==> config.mk <==
export PLATFORM = sky130hd
export DESIGN_NAME = i2s_rx_framer
export DESIGN_NICKNAME = d
export VERILOG_FILES = /design/src/rtl/i2s_pkg.sv /design/src/rtl/i2s_lrclk_edge_det.sv /design/src/rtl/i2s_rx_framer.sv
export SDC_FILE = /design/constraint.sdc
export NUM_CORES = 1
export LEC_CHECK = 0
export BUFFER_PORTS_ARGS = -buffer_cell sky130_fd_sc_hd__buf_2
export CAP_MARGIN = 10
export CORE_MARGIN = 3
export CORE_UTILIZATION = 25
export DETAILED_ROUTE_END_ITERATION = 12
export PLACE_DENSITY = 0.53
export SYNTH_ARGS = -nofsm -noshare
export SYNTH_HDL_FRONTEND = slang
export SYNTH_HIERARCHICAL = 1
export SYNTH_SLANG_ARGS = --single-unit
==> constraint.sdc <==
create_clock -name i2s_bclk -period 4.9 [get_ports i2s_bclk]
set_input_delay 0.735 -clock i2s_bclk [delete_from_list [all_inputs] [get_ports i2s_bclk]]
set_output_delay 0.735 -clock i2s_bclk [all_outputs]
set_load 0.05 [all_outputs]
==> src/rtl/i2s_pkg.sv <==
// Shared I2S types and constants for the receive framer and the future transmitter.
package i2s_pkg;

    typedef enum logic [1:0] {
        RX_UNLOCKED = 2'd0,
        RX_SHIFT    = 2'd1,
        RX_PAD      = 2'd2
    } i2s_rx_state_t;

    localparam logic I2S_LR_LEFT  = 1'b0;
    localparam logic I2S_LR_RIGHT = 1'b1;

    localparam int unsigned I2S_SLOT_CNT_W = 6;

endpackage

==> src/rtl/i2s_lrclk_edge_det.sv <==
// LRCLK edge detector in the bit-clock domain. The first cycle after reset only
// primes the history register, so a non-zero LRCLK level at reset release is
// not mistaken for an edge.
module i2s_lrclk_edge_det (
    input  logic i2s_bclk_i,
    input  logic sys_rst_i,
    input  logic i2s_lrclk_i,
    output logic lr_edge_c_o
);

    logic lrclk_q;
    logic primed_q;

    // LRCLK history and priming flag
    always_ff @(posedge i2s_bclk_i or posedge sys_rst_i) begin
        if (sys_rst_i) begin
            lrclk_q  <= 1'b0;
            primed_q <= 1'b0;
        end else begin
            lrclk_q  <= i2s_lrclk_i;
            primed_q <= 1'b1;
        end
    end

    assign lr_edge_c_o = primed_q & (i2s_lrclk_i != lrclk_q);

endmodule

==> src/rtl/i2s_rx_framer.sv <==
// I2S receive deframer: locks to LRCLK edges, captures I2S_WIDTH bits MSB-first
// per slot, and presents each word with its L/R tag, a valid pulse and a CDC
// toggle. Flags short slots and missing LRCLK edges.
// Build option: I2S_RX_LEFT_JUSTIFIED_EN selects left-justified framing (MSB on
// the LRCLK edge cycle) instead of the standard one-bit delay.
module i2s_rx_framer
    import i2s_pkg::*;
#(
    parameter int unsigned I2S_WIDTH  = 24,
    parameter int unsigned SLOT_WIDTH = 32
) (
    input  logic                 i2s_bclk,
    input  logic                 sys_rst,
    input  logic                 i2s_lrclk,
    input  logic                 i2s_data,
    input  logic                 rx_enable,
    output logic [I2S_WIDTH-1:0] frame_word,
    output logic                 frame_lr,
    output logic                 frame_valid,
    output logic                 frame_toggle,
    output logic                 frame_err,
    output logic                 locked
);

    localparam int unsigned BIT_CNT_W = $clog2(I2S_WIDTH);
    localparam logic [BIT_CNT_W-1:0]      BIT_LAST  = BIT_CNT_W'(I2S_WIDTH - 1);
    localparam logic [I2S_SLOT_CNT_W-1:0] SLOT_LAST = I2S_SLOT_CNT_W'(SLOT_WIDTH - 1);
    localparam logic [I2S_SLOT_CNT_W-1:0] SLOT_SAT  = '1;

    i2s_rx_state_t              state_q, state_d;
    logic [BIT_CNT_W-1:0]       bit_cnt_q, bit_cnt_d;
    logic [I2S_WIDTH-1:0]       shift_q, shift_d;
    logic                       slot_lr_q, slot_lr_d;
    logic [I2S_SLOT_CNT_W-1:0]  slot_cnt_q, slot_cnt_d;
    logic [I2S_WIDTH-1:0]       word_q, word_d;
    logic                       word_lr_q, word_lr_d;
    logic                       pend_q, pend_d;
    logic                       err_q, err_d;
    logic                       valid_q;
    logic                       toggle_q;
    logic                       locked_q;

    logic                       lr_edge_c;
    logic                       timeout_c;
    logic [I2S_WIDTH-1:0]       shift_in_c;
    logic [I2S_WIDTH-1:0]       start_shift_c;
    logic [BIT_CNT_W-1:0]       start_bit_cnt_c;

    i2s_lrclk_edge_det u_edge_det (
        .i2s_bclk_i  (i2s_bclk),
        .sys_rst_i   (sys_rst),
        .i2s_lrclk_i (i2s_lrclk),
        .lr_edge_c_o (lr_edge_c)
    );

    // Slot length counter, restarted by every LRCLK edge
    always_comb begin
        slot_cnt_d = slot_cnt_q;
        if (lr_edge_c) begin
            slot_cnt_d = '0;
        end else if (slot_cnt_q != SLOT_SAT) begin
            slot_cnt_d = slot_cnt_q + I2S_SLOT_CNT_W'(1);
        end
    end

    assign timeout_c  = !lr_edge_c && (slot_cnt_q == SLOT_LAST);
    assign shift_in_c = {shift_q[I2S_WIDTH-2:0], i2s_data};

    // Shifter/counter values on slot start: edge-cycle bit is the MSB or is discarded
    always_comb begin
`ifdef I2S_RX_LEFT_JUSTIFIED_EN
        start_shift_c   = shift_in_c;
        start_bit_cnt_c = BIT_CNT_W'(1);
`else
        start_shift_c   = shift_q;
        start_bit_cnt_c = '0;
`endif
    end

    // Framer next-state and datapath
    always_comb begin
        state_d   = state_q;
        bit_cnt_d = bit_cnt_q;
        shift_d   = shift_q;
        slot_lr_d = slot_lr_q;
        word_d    = word_q;
        word_lr_d = word_lr_q;
        pend_d    = 1'b0;
        err_d     = 1'b0;

        if (!rx_enable) begin
            state_d = RX_UNLOCKED;
        end else begin
            case (state_q)
                RX_UNLOCKED: begin
                    if (lr_edge_c) begin
                        state_d   = RX_SHIFT;
                        slot_lr_d = i2s_lrclk ? I2S_LR_RIGHT : I2S_LR_LEFT;
                        bit_cnt_d = start_bit_cnt_c;
                        shift_d   = start_shift_c;
                    end
                end
                RX_SHIFT: begin
                    if (lr_edge_c) begin
                        // Slot ended before the word completed: drop it and resync
                        err_d     = 1'b1;
                        slot_lr_d = i2s_lrclk ? I2S_LR_RIGHT : I2S_LR_LEFT;
                        bit_cnt_d = start_bit_cnt_c;
                        shift_d   = start_shift_c;
                    end else if (timeout_c) begin
                        err_d   = 1'b1;
                        state_d = RX_UNLOCKED;
                    end else begin
                        shift_d = shift_in_c;
                        if (bit_cnt_q == BIT_LAST) begin
                            word_d    = shift_in_c;
                            word_lr_d = slot_lr_q;
                            pend_d    = 1'b1;
                            state_d   = RX_PAD;
                        end else begin
                            bit_cnt_d = bit_cnt_q + BIT_CNT_W'(1);
                        end
                    end
                end
                RX_PAD: begin
                    if (lr_edge_c) begin
                        state_d   = RX_SHIFT;
                        slot_lr_d = i2s_lrclk ? I2S_LR_RIGHT : I2S_LR_LEFT;
                        bit_cnt_d = start_bit_cnt_c;
                        shift_d   = start_shift_c;
                    end else if (timeout_c) begin
                        err_d   = 1'b1;
                        state_d = RX_UNLOCKED;
                    end
                end
                default: begin
                    state_d = RX_UNLOCKED;
                end
            endcase
        end
    end

    // State, datapath and output registers
    always_ff @(posedge i2s_bclk or posedge sys_rst) begin
        if (sys_rst) begin
            state_q    <= RX_UNLOCKED;
            bit_cnt_q  <= '0;
            shift_q    <= '0;
            slot_lr_q  <= I2S_LR_LEFT;
            slot_cnt_q <= '0;
            word_q     <= '0;
            word_lr_q  <= I2S_LR_LEFT;
            pend_q     <= 1'b0;
            err_q      <= 1'b0;
            valid_q    <= 1'b0;
            toggle_q   <= 1'b0;
            locked_q   <= 1'b0;
        end else begin
            state_q    <= state_d;
            bit_cnt_q  <= bit_cnt_d;
            shift_q    <= shift_d;
            slot_lr_q  <= slot_lr_d;
            slot_cnt_q <= slot_cnt_d;
            word_q     <= word_d;
            word_lr_q  <= word_lr_d;
            pend_q     <= pend_d;
            err_q      <= err_d;
            valid_q    <= pend_q;
            if (pend_q) begin
                toggle_q <= ~toggle_q;
            end
            locked_q   <= (state_d != RX_UNLOCKED);
        end
    end

    assign frame_word   = word_q;
    assign frame_lr     = word_lr_q;
    assign frame_valid  = valid_q;
    assign frame_toggle = toggle_q;
    assign frame_err    = err_q;
    assign locked       = locked_q;

endmodule

# ---- Yosys cells after proc, flatten, opt, wreduce, memory -nomap -nowiden
# Index checks and enable logic that the tools add are counted.
dict set report word_totals {
  register_bits 69
  latchBits 0
  mem_bits_rw 0
  mem_bits_ro 0
  out_inout_bits 29
  word_cells 67
  memories 0
}
dict set report op_classes {
  addsub 2
  n_mul 0
  div 0
  order_cmp 0
  n_eq_ne 9
  shift 0
  muxes 26
  n_bitwise 4
  n_reduce_logical 12
}
# op n
set ops {}
lappend ops {{5-bit 2-to-1 mux} 4}
lappend ops {{2-bit 2-to-1 mux} 7}
lappend ops {{6-bit 2-to-1 mux} 2}
lappend ops {{1-bit 2-to-1 mux} 10}
lappend ops {{5-bit case mux with 2 select lines} 1}
lappend ops {{5-bit AND reduction} 2}
lappend ops {{6-bit by 1-bit adder with 6-bit output (second input constant)} 1}
lappend ops {{6-bit by 5-bit == test with 1-bit output (second input constant)} 1}
lappend ops {{3-bit inequality test (second input constant)} 2}
lappend ops {{6-bit inequality test (second input constant)} 1}
lappend ops {{2-bit case mux with 3 select lines} 1}
lappend ops {{2-bit nonzero test} 3}
lappend ops {{5-bit by 1-bit adder with 5-bit output (second input constant)} 1}
lappend ops {{5-bit == test (second input constant)} 1}
lappend ops {{4-bit AND reduction} 1}
lappend ops {{1-bit inverter} 3}
lappend ops {{3-bit AND reduction} 1}
lappend ops {{3-bit OR reduction} 1}
lappend ops {{2-bit by 1-bit == test with 1-bit output (second input constant)} 1}
lappend ops {{2-bit == test (second input constant)} 1}
lappend ops {{2-bit logical NOT} 1}
lappend ops {{2-bit by 1-bit inequality test with 1-bit output (second input constant)} 1}
lappend ops {{1-bit case mux with 2 select lines} 1}
lappend ops {{2-bit OR reduction} 1}
lappend ops {{4 further kinds} 4}

# ---- Longest topological paths before layout
dict set report logic_depth {
  depth_word 9
  ltp_mapped 8
}

# ---- Cells and area by module
# Netlist, hierarchy kept.
# mod n_inst cells_per_inst area_each_um2 seq_area_each_um2
set by_module_without_submodules {}
lappend by_module_without_submodules {i2s_rx_framer 1 207 2787.7 1676.6}
lappend by_module_without_submodules {i2s_lrclk_edge_det 1 6 72.6 50.0}

# ---- Worst setup path before layout
# OpenSTA, ideal clock, no wires.
dict set report synth_timing {
  kind {input to register}
  startpoint {input port i2s_lrclk}
  endpoint {register word_q[10], in the netlist frame_word[10]}
  setup_ps 125
  arrival_time_ps 2306
  path_slack_ps 2469
  path_stages 7
  path_buffers 1
  path_cell_list {xor2_1 and2_1 and4b_1 and2_1 nor3b_4 buf_6 mux2_2}
}
dict set report synth_between {
  elab_chain_cells 6
  elab_cells_between_ends 7
  classes_between {eq/ne: 1; bitwise: 3; reduce/logical: 3}
}
# element line
set synth_rtl {}
lappend synth_rtl {{from (decl)} i2s_rx_framer.sv:14} ;# input logic i2s_lrclk,
lappend synth_rtl {{1-bit inequality test *} i2s_lrclk_edge_det.sv:25} ;# assign lr_edge_c_o = primed_q & (i2s_lrclk_i != lrclk_q);
lappend synth_rtl {{1-bit AND *} i2s_lrclk_edge_det.sv:25}
lappend synth_rtl {{net lr_edge_c} i2s_rx_framer.sv:43} ;# logic lr_edge_c;
lappend synth_rtl {{1-bit logical NOT} i2s_rx_framer.sv:66} ;# assign timeout_c = !lr_edge_c && (slot_cnt_q == SLOT_LAST);
lappend synth_rtl {{1-bit logical AND} i2s_rx_framer.sv:66}
lappend synth_rtl {{1-bit inverter (no source line)} n/a}
lappend synth_rtl {{5-bit AND reduction (no source line) *} n/a}
lappend synth_rtl {{to (signal assigned)} i2s_rx_framer.sv:164} ;# word_q <= word_d;
lappend synth_rtl {{to (decl)} i2s_rx_framer.sv:35} ;# logic [I2S_WIDTH-1:0] word_q, word_d;
# Mark *: on every way through the listed nets, which the timed path passes. The rest lies on a longest branch.
# A chain may end at the register's enable or synchronous reset.

# ---- Worst setup path after layout
dict set report layout_timing {
  startpoint {input port i2s_lrclk}
  endpoint {register word_q[17], in the netlist frame_word[17]}
}
# The elaborated chain is that of the path after synthesis.

==> reports/metrics.yaml <==
status: "finished, final reports clean"
r2r_cells: 7
synth_cells: 213
critical-path-slowest-cell: "nor3b_4"
drtIter0Drc: 81
clk_latency_ps: 320
power_frac_comb_pct: 6.7
worstPathMaxFanout: 14
grt_pass1_wl_um: 8420
place_inst: 382
root_buffer: "clkbuf_16"
end_kind: "flip-flop"
clock-skew-final_ps: 6.73
core-area_mm2: 0.0110
hold_violations: 0
setup_violations: 0
hold_path.class: "primary input to asynchronous set/reset pin"
start_kind: "primary input"
switching_share_pct: 22.9
yosys_warnings: 6
antenna_found_initial: 0
drcViolationCount: 0
power_switching_uw: 329
finalCriticalPeriod_ps: 2900
ios: 34
fp.dieH_um: 113
fmax_ghz: 0.345
track_usage_pct: 8.40
ys_seq_area_share_pct: 60.4
viasPerCell: 4.35
power.density_mw_per_mm2: 410
cts.sinks: 69
grt-ovfl-total: 0
leakagePower_nw: 1.76
hold_buffers: 0
layout_common_cells: "69 x dfrtp_1, 47 x mux2_2, 33 x buf_2, 11 x nand2_1"
clkTransAtPathRegs_ps: 50
highest_layer: "met4"
crit_chain: "buf_2 > xor2_1 > and2_1 > and4b_1 > and2_1 > nor3b_4 > buf_4 > mux2_2"
dp_hpwl_um: 3300
rows: 38
cpPeakStageDelay_ps: 580
dr_total_vias: 1730
worst-setup-path-type: "primary input to flip-flop"
slew_headroom_pct: 27.6
ys_types: 34
die_x_um: 113
fillers: 1130
required_ps: 5100
synth_area_mm2: 0.00286
hold_ws_ps: 267
cts_tree: "yes"
drive_above_1_share_pct: 40.3
cts_resized: 0
async_flop_share_pct: 100
avgSynthCellArea_um2: 13.4
grt_pass1_vias: 1719
met2WireLength_um: 2300
cellInternalPower_mw: 1.11
ys_seq_elements: 69
fin_nets: 264
start_util_pct: 25.9
instances_no_fill: 398
slew_viol_final: 0
clk_path_buf_depth: 2
cts-htree-levels: 3
clock_power_share_pct: 48.4
post_cts_buffers: 0
drt-total-wl_um: 4820
area.growth.synth_to_final_pct: 22.4
cts_buffers: 9
critical_path.most_common_cell: "and2_1"
syn_nets: 224
gp_congestion: 0.738
die_area_mm2: 0.0128
grt_start_max_net_pins: 60
drt_pass1_iterations: 4
arrival_ps: 3100
wl_per_cell_um: 12.1
peakVddDrop_v: 0.000183
num_antenna_cells: 0
p_seq_share_pct: 44.9
post-route-period-util_pct: 59.2
worst_pin_slew_ps: 1080
drt-met1-wl_um: 2180
antenna_left: 0
wl_met3_um: 275
io_buffers: 33
ys.flop_type: "dfrtp_1"
layout_commonest_cell: "dfrtp_1"
cap_violations: 0
rsz0062_at_grt: "no"
fin_setup_tns_ps: 0
pre_cts_ws_ps: 1630
worst_slack_ps: 2000
synth_edf_count: 0
==> sequential cells by signal (all words and copies together), names as in the netlist <==
register,cells
state_q,2
locked,1
bit_cnt_q,5
slot_lr_q,1
frame_word,24
frame_valid,1
u_edge_det/primed_q,1
u_edge_det/lrclk_q,1
slot_cnt_q,6
shift_q,23
frame_err,1
frame_toggle,1
pend_q,1
frame_lr,1
==> Yosys cell counts, types with 2 or more instances <==
master,n,share of area (%)
dfrtp_1,69,60
mux2_2,47,19
nand2_1,11,1.4
inv_1,9,1.2
nor2_1,9,1.2
nand3_1,8,1.4
o21ai_0,8,1.4
ha_1,6,2.6
a21oi_1,5,0.87
a31oi_1,4,0.87
nor3_1,4,0.70
buf_4,3,0.79
o31ai_1,3,0.79
and2_1,2,0.44
buf_6,2,0.79
nand2b_1,2,0.44
or3_1,2,0.44
or4_1,2,0.52
xor2_1,2,0.61
==> stage by stage <==
stage,util (%),total power [mW],cell area [um2]
6_report,31.7,1.44,3500
5_1_grt,31.7,1.52,3500
4_1_cts,31.7,1.46,3500
3_5_place_dp,28.8,0.753,3170
3_3_place_gp,28.8,0.750,3170
2_1_floorplan,-,0.726,2860
==> cell type report <==
cell class                      instances  area (um2)  share of cell area (%)
Clock buffer                            9         225                    6.43
Clock inverter                          7         104                    2.97
Inverter                                9        33.8                   0.965
Multi-Input combinational cell        129        1060                    30.2
Sequential cell                        69        1730                    49.3
Tap cell                              140         175                    5.00
Timing Repair Buffer                   35         180                    5.14
==> power groups by stage <==
stage / clock network (mW) / registers, mW / logic (mW)
CTS: 0.721 / 0.644 / 0.0987
global route: 0.753 / 0.652 / 0.110
detailed placement: 0 / 0.654 / 0.0992
global placement: 0 / 0.653 / 0.0963
floorplan: 0 / 0.648 / 0.0780
finish: 0.695 / 0.644 / 0.0964
==> cells by family (layout without fill, tap and decap cells) <==
logic type | Yosys count | after routing | share of synthesized area (%)
buffers and inverters | 15 | 60 | 2.89
other | 1 | 1 | 0.131
and+or+nand+nor | 49 | 49 | 9.67
xor gates and xnor gates | 3 | 3 | 0.919
adders and majority gates | 6 | 6 | 2.62
muxes | 48 | 48 | 18.9
DFF | 69 | 69 | 60.4
AOI/OAI and AO/OA | 22 | 22 | 4.51
==> path summary, 6_finish.rpt <==
check,from,to,slack (ps)
setup / recovery,i2s_lrclk,frame_word[17],2000
hold / removal,sys_rst,u_edge_det/primed_q,270
setup reg to reg,u_edge_det/lrclk_q,frame_word[17],2150
hold reg to reg,pend_q,frame_valid,390
max in group asynchronous,sys_rst,frame_word[17],3610
min in group i2s_bclk,pend_q,frame_valid,390
==> worst max-delay path: cells and delay by family <==
family | cells | cell delay [ps]
multiplexers | 1 | 360
AND/OR/NAND/NOR | 4 | 1400
XOR/XNOR | 1 | 130
buffers and inverters | 2 | 460
==> per-layer routing <==
layer / track usage (%) / vias up
met2: 12.5 / 31
met5: 0 / -
met1: 10.4 / 850
met3: 4.49 / 7
met4: 2.88 / 0
li1: - / 842
No activity file was read; power rests on OpenSTA's default activity.
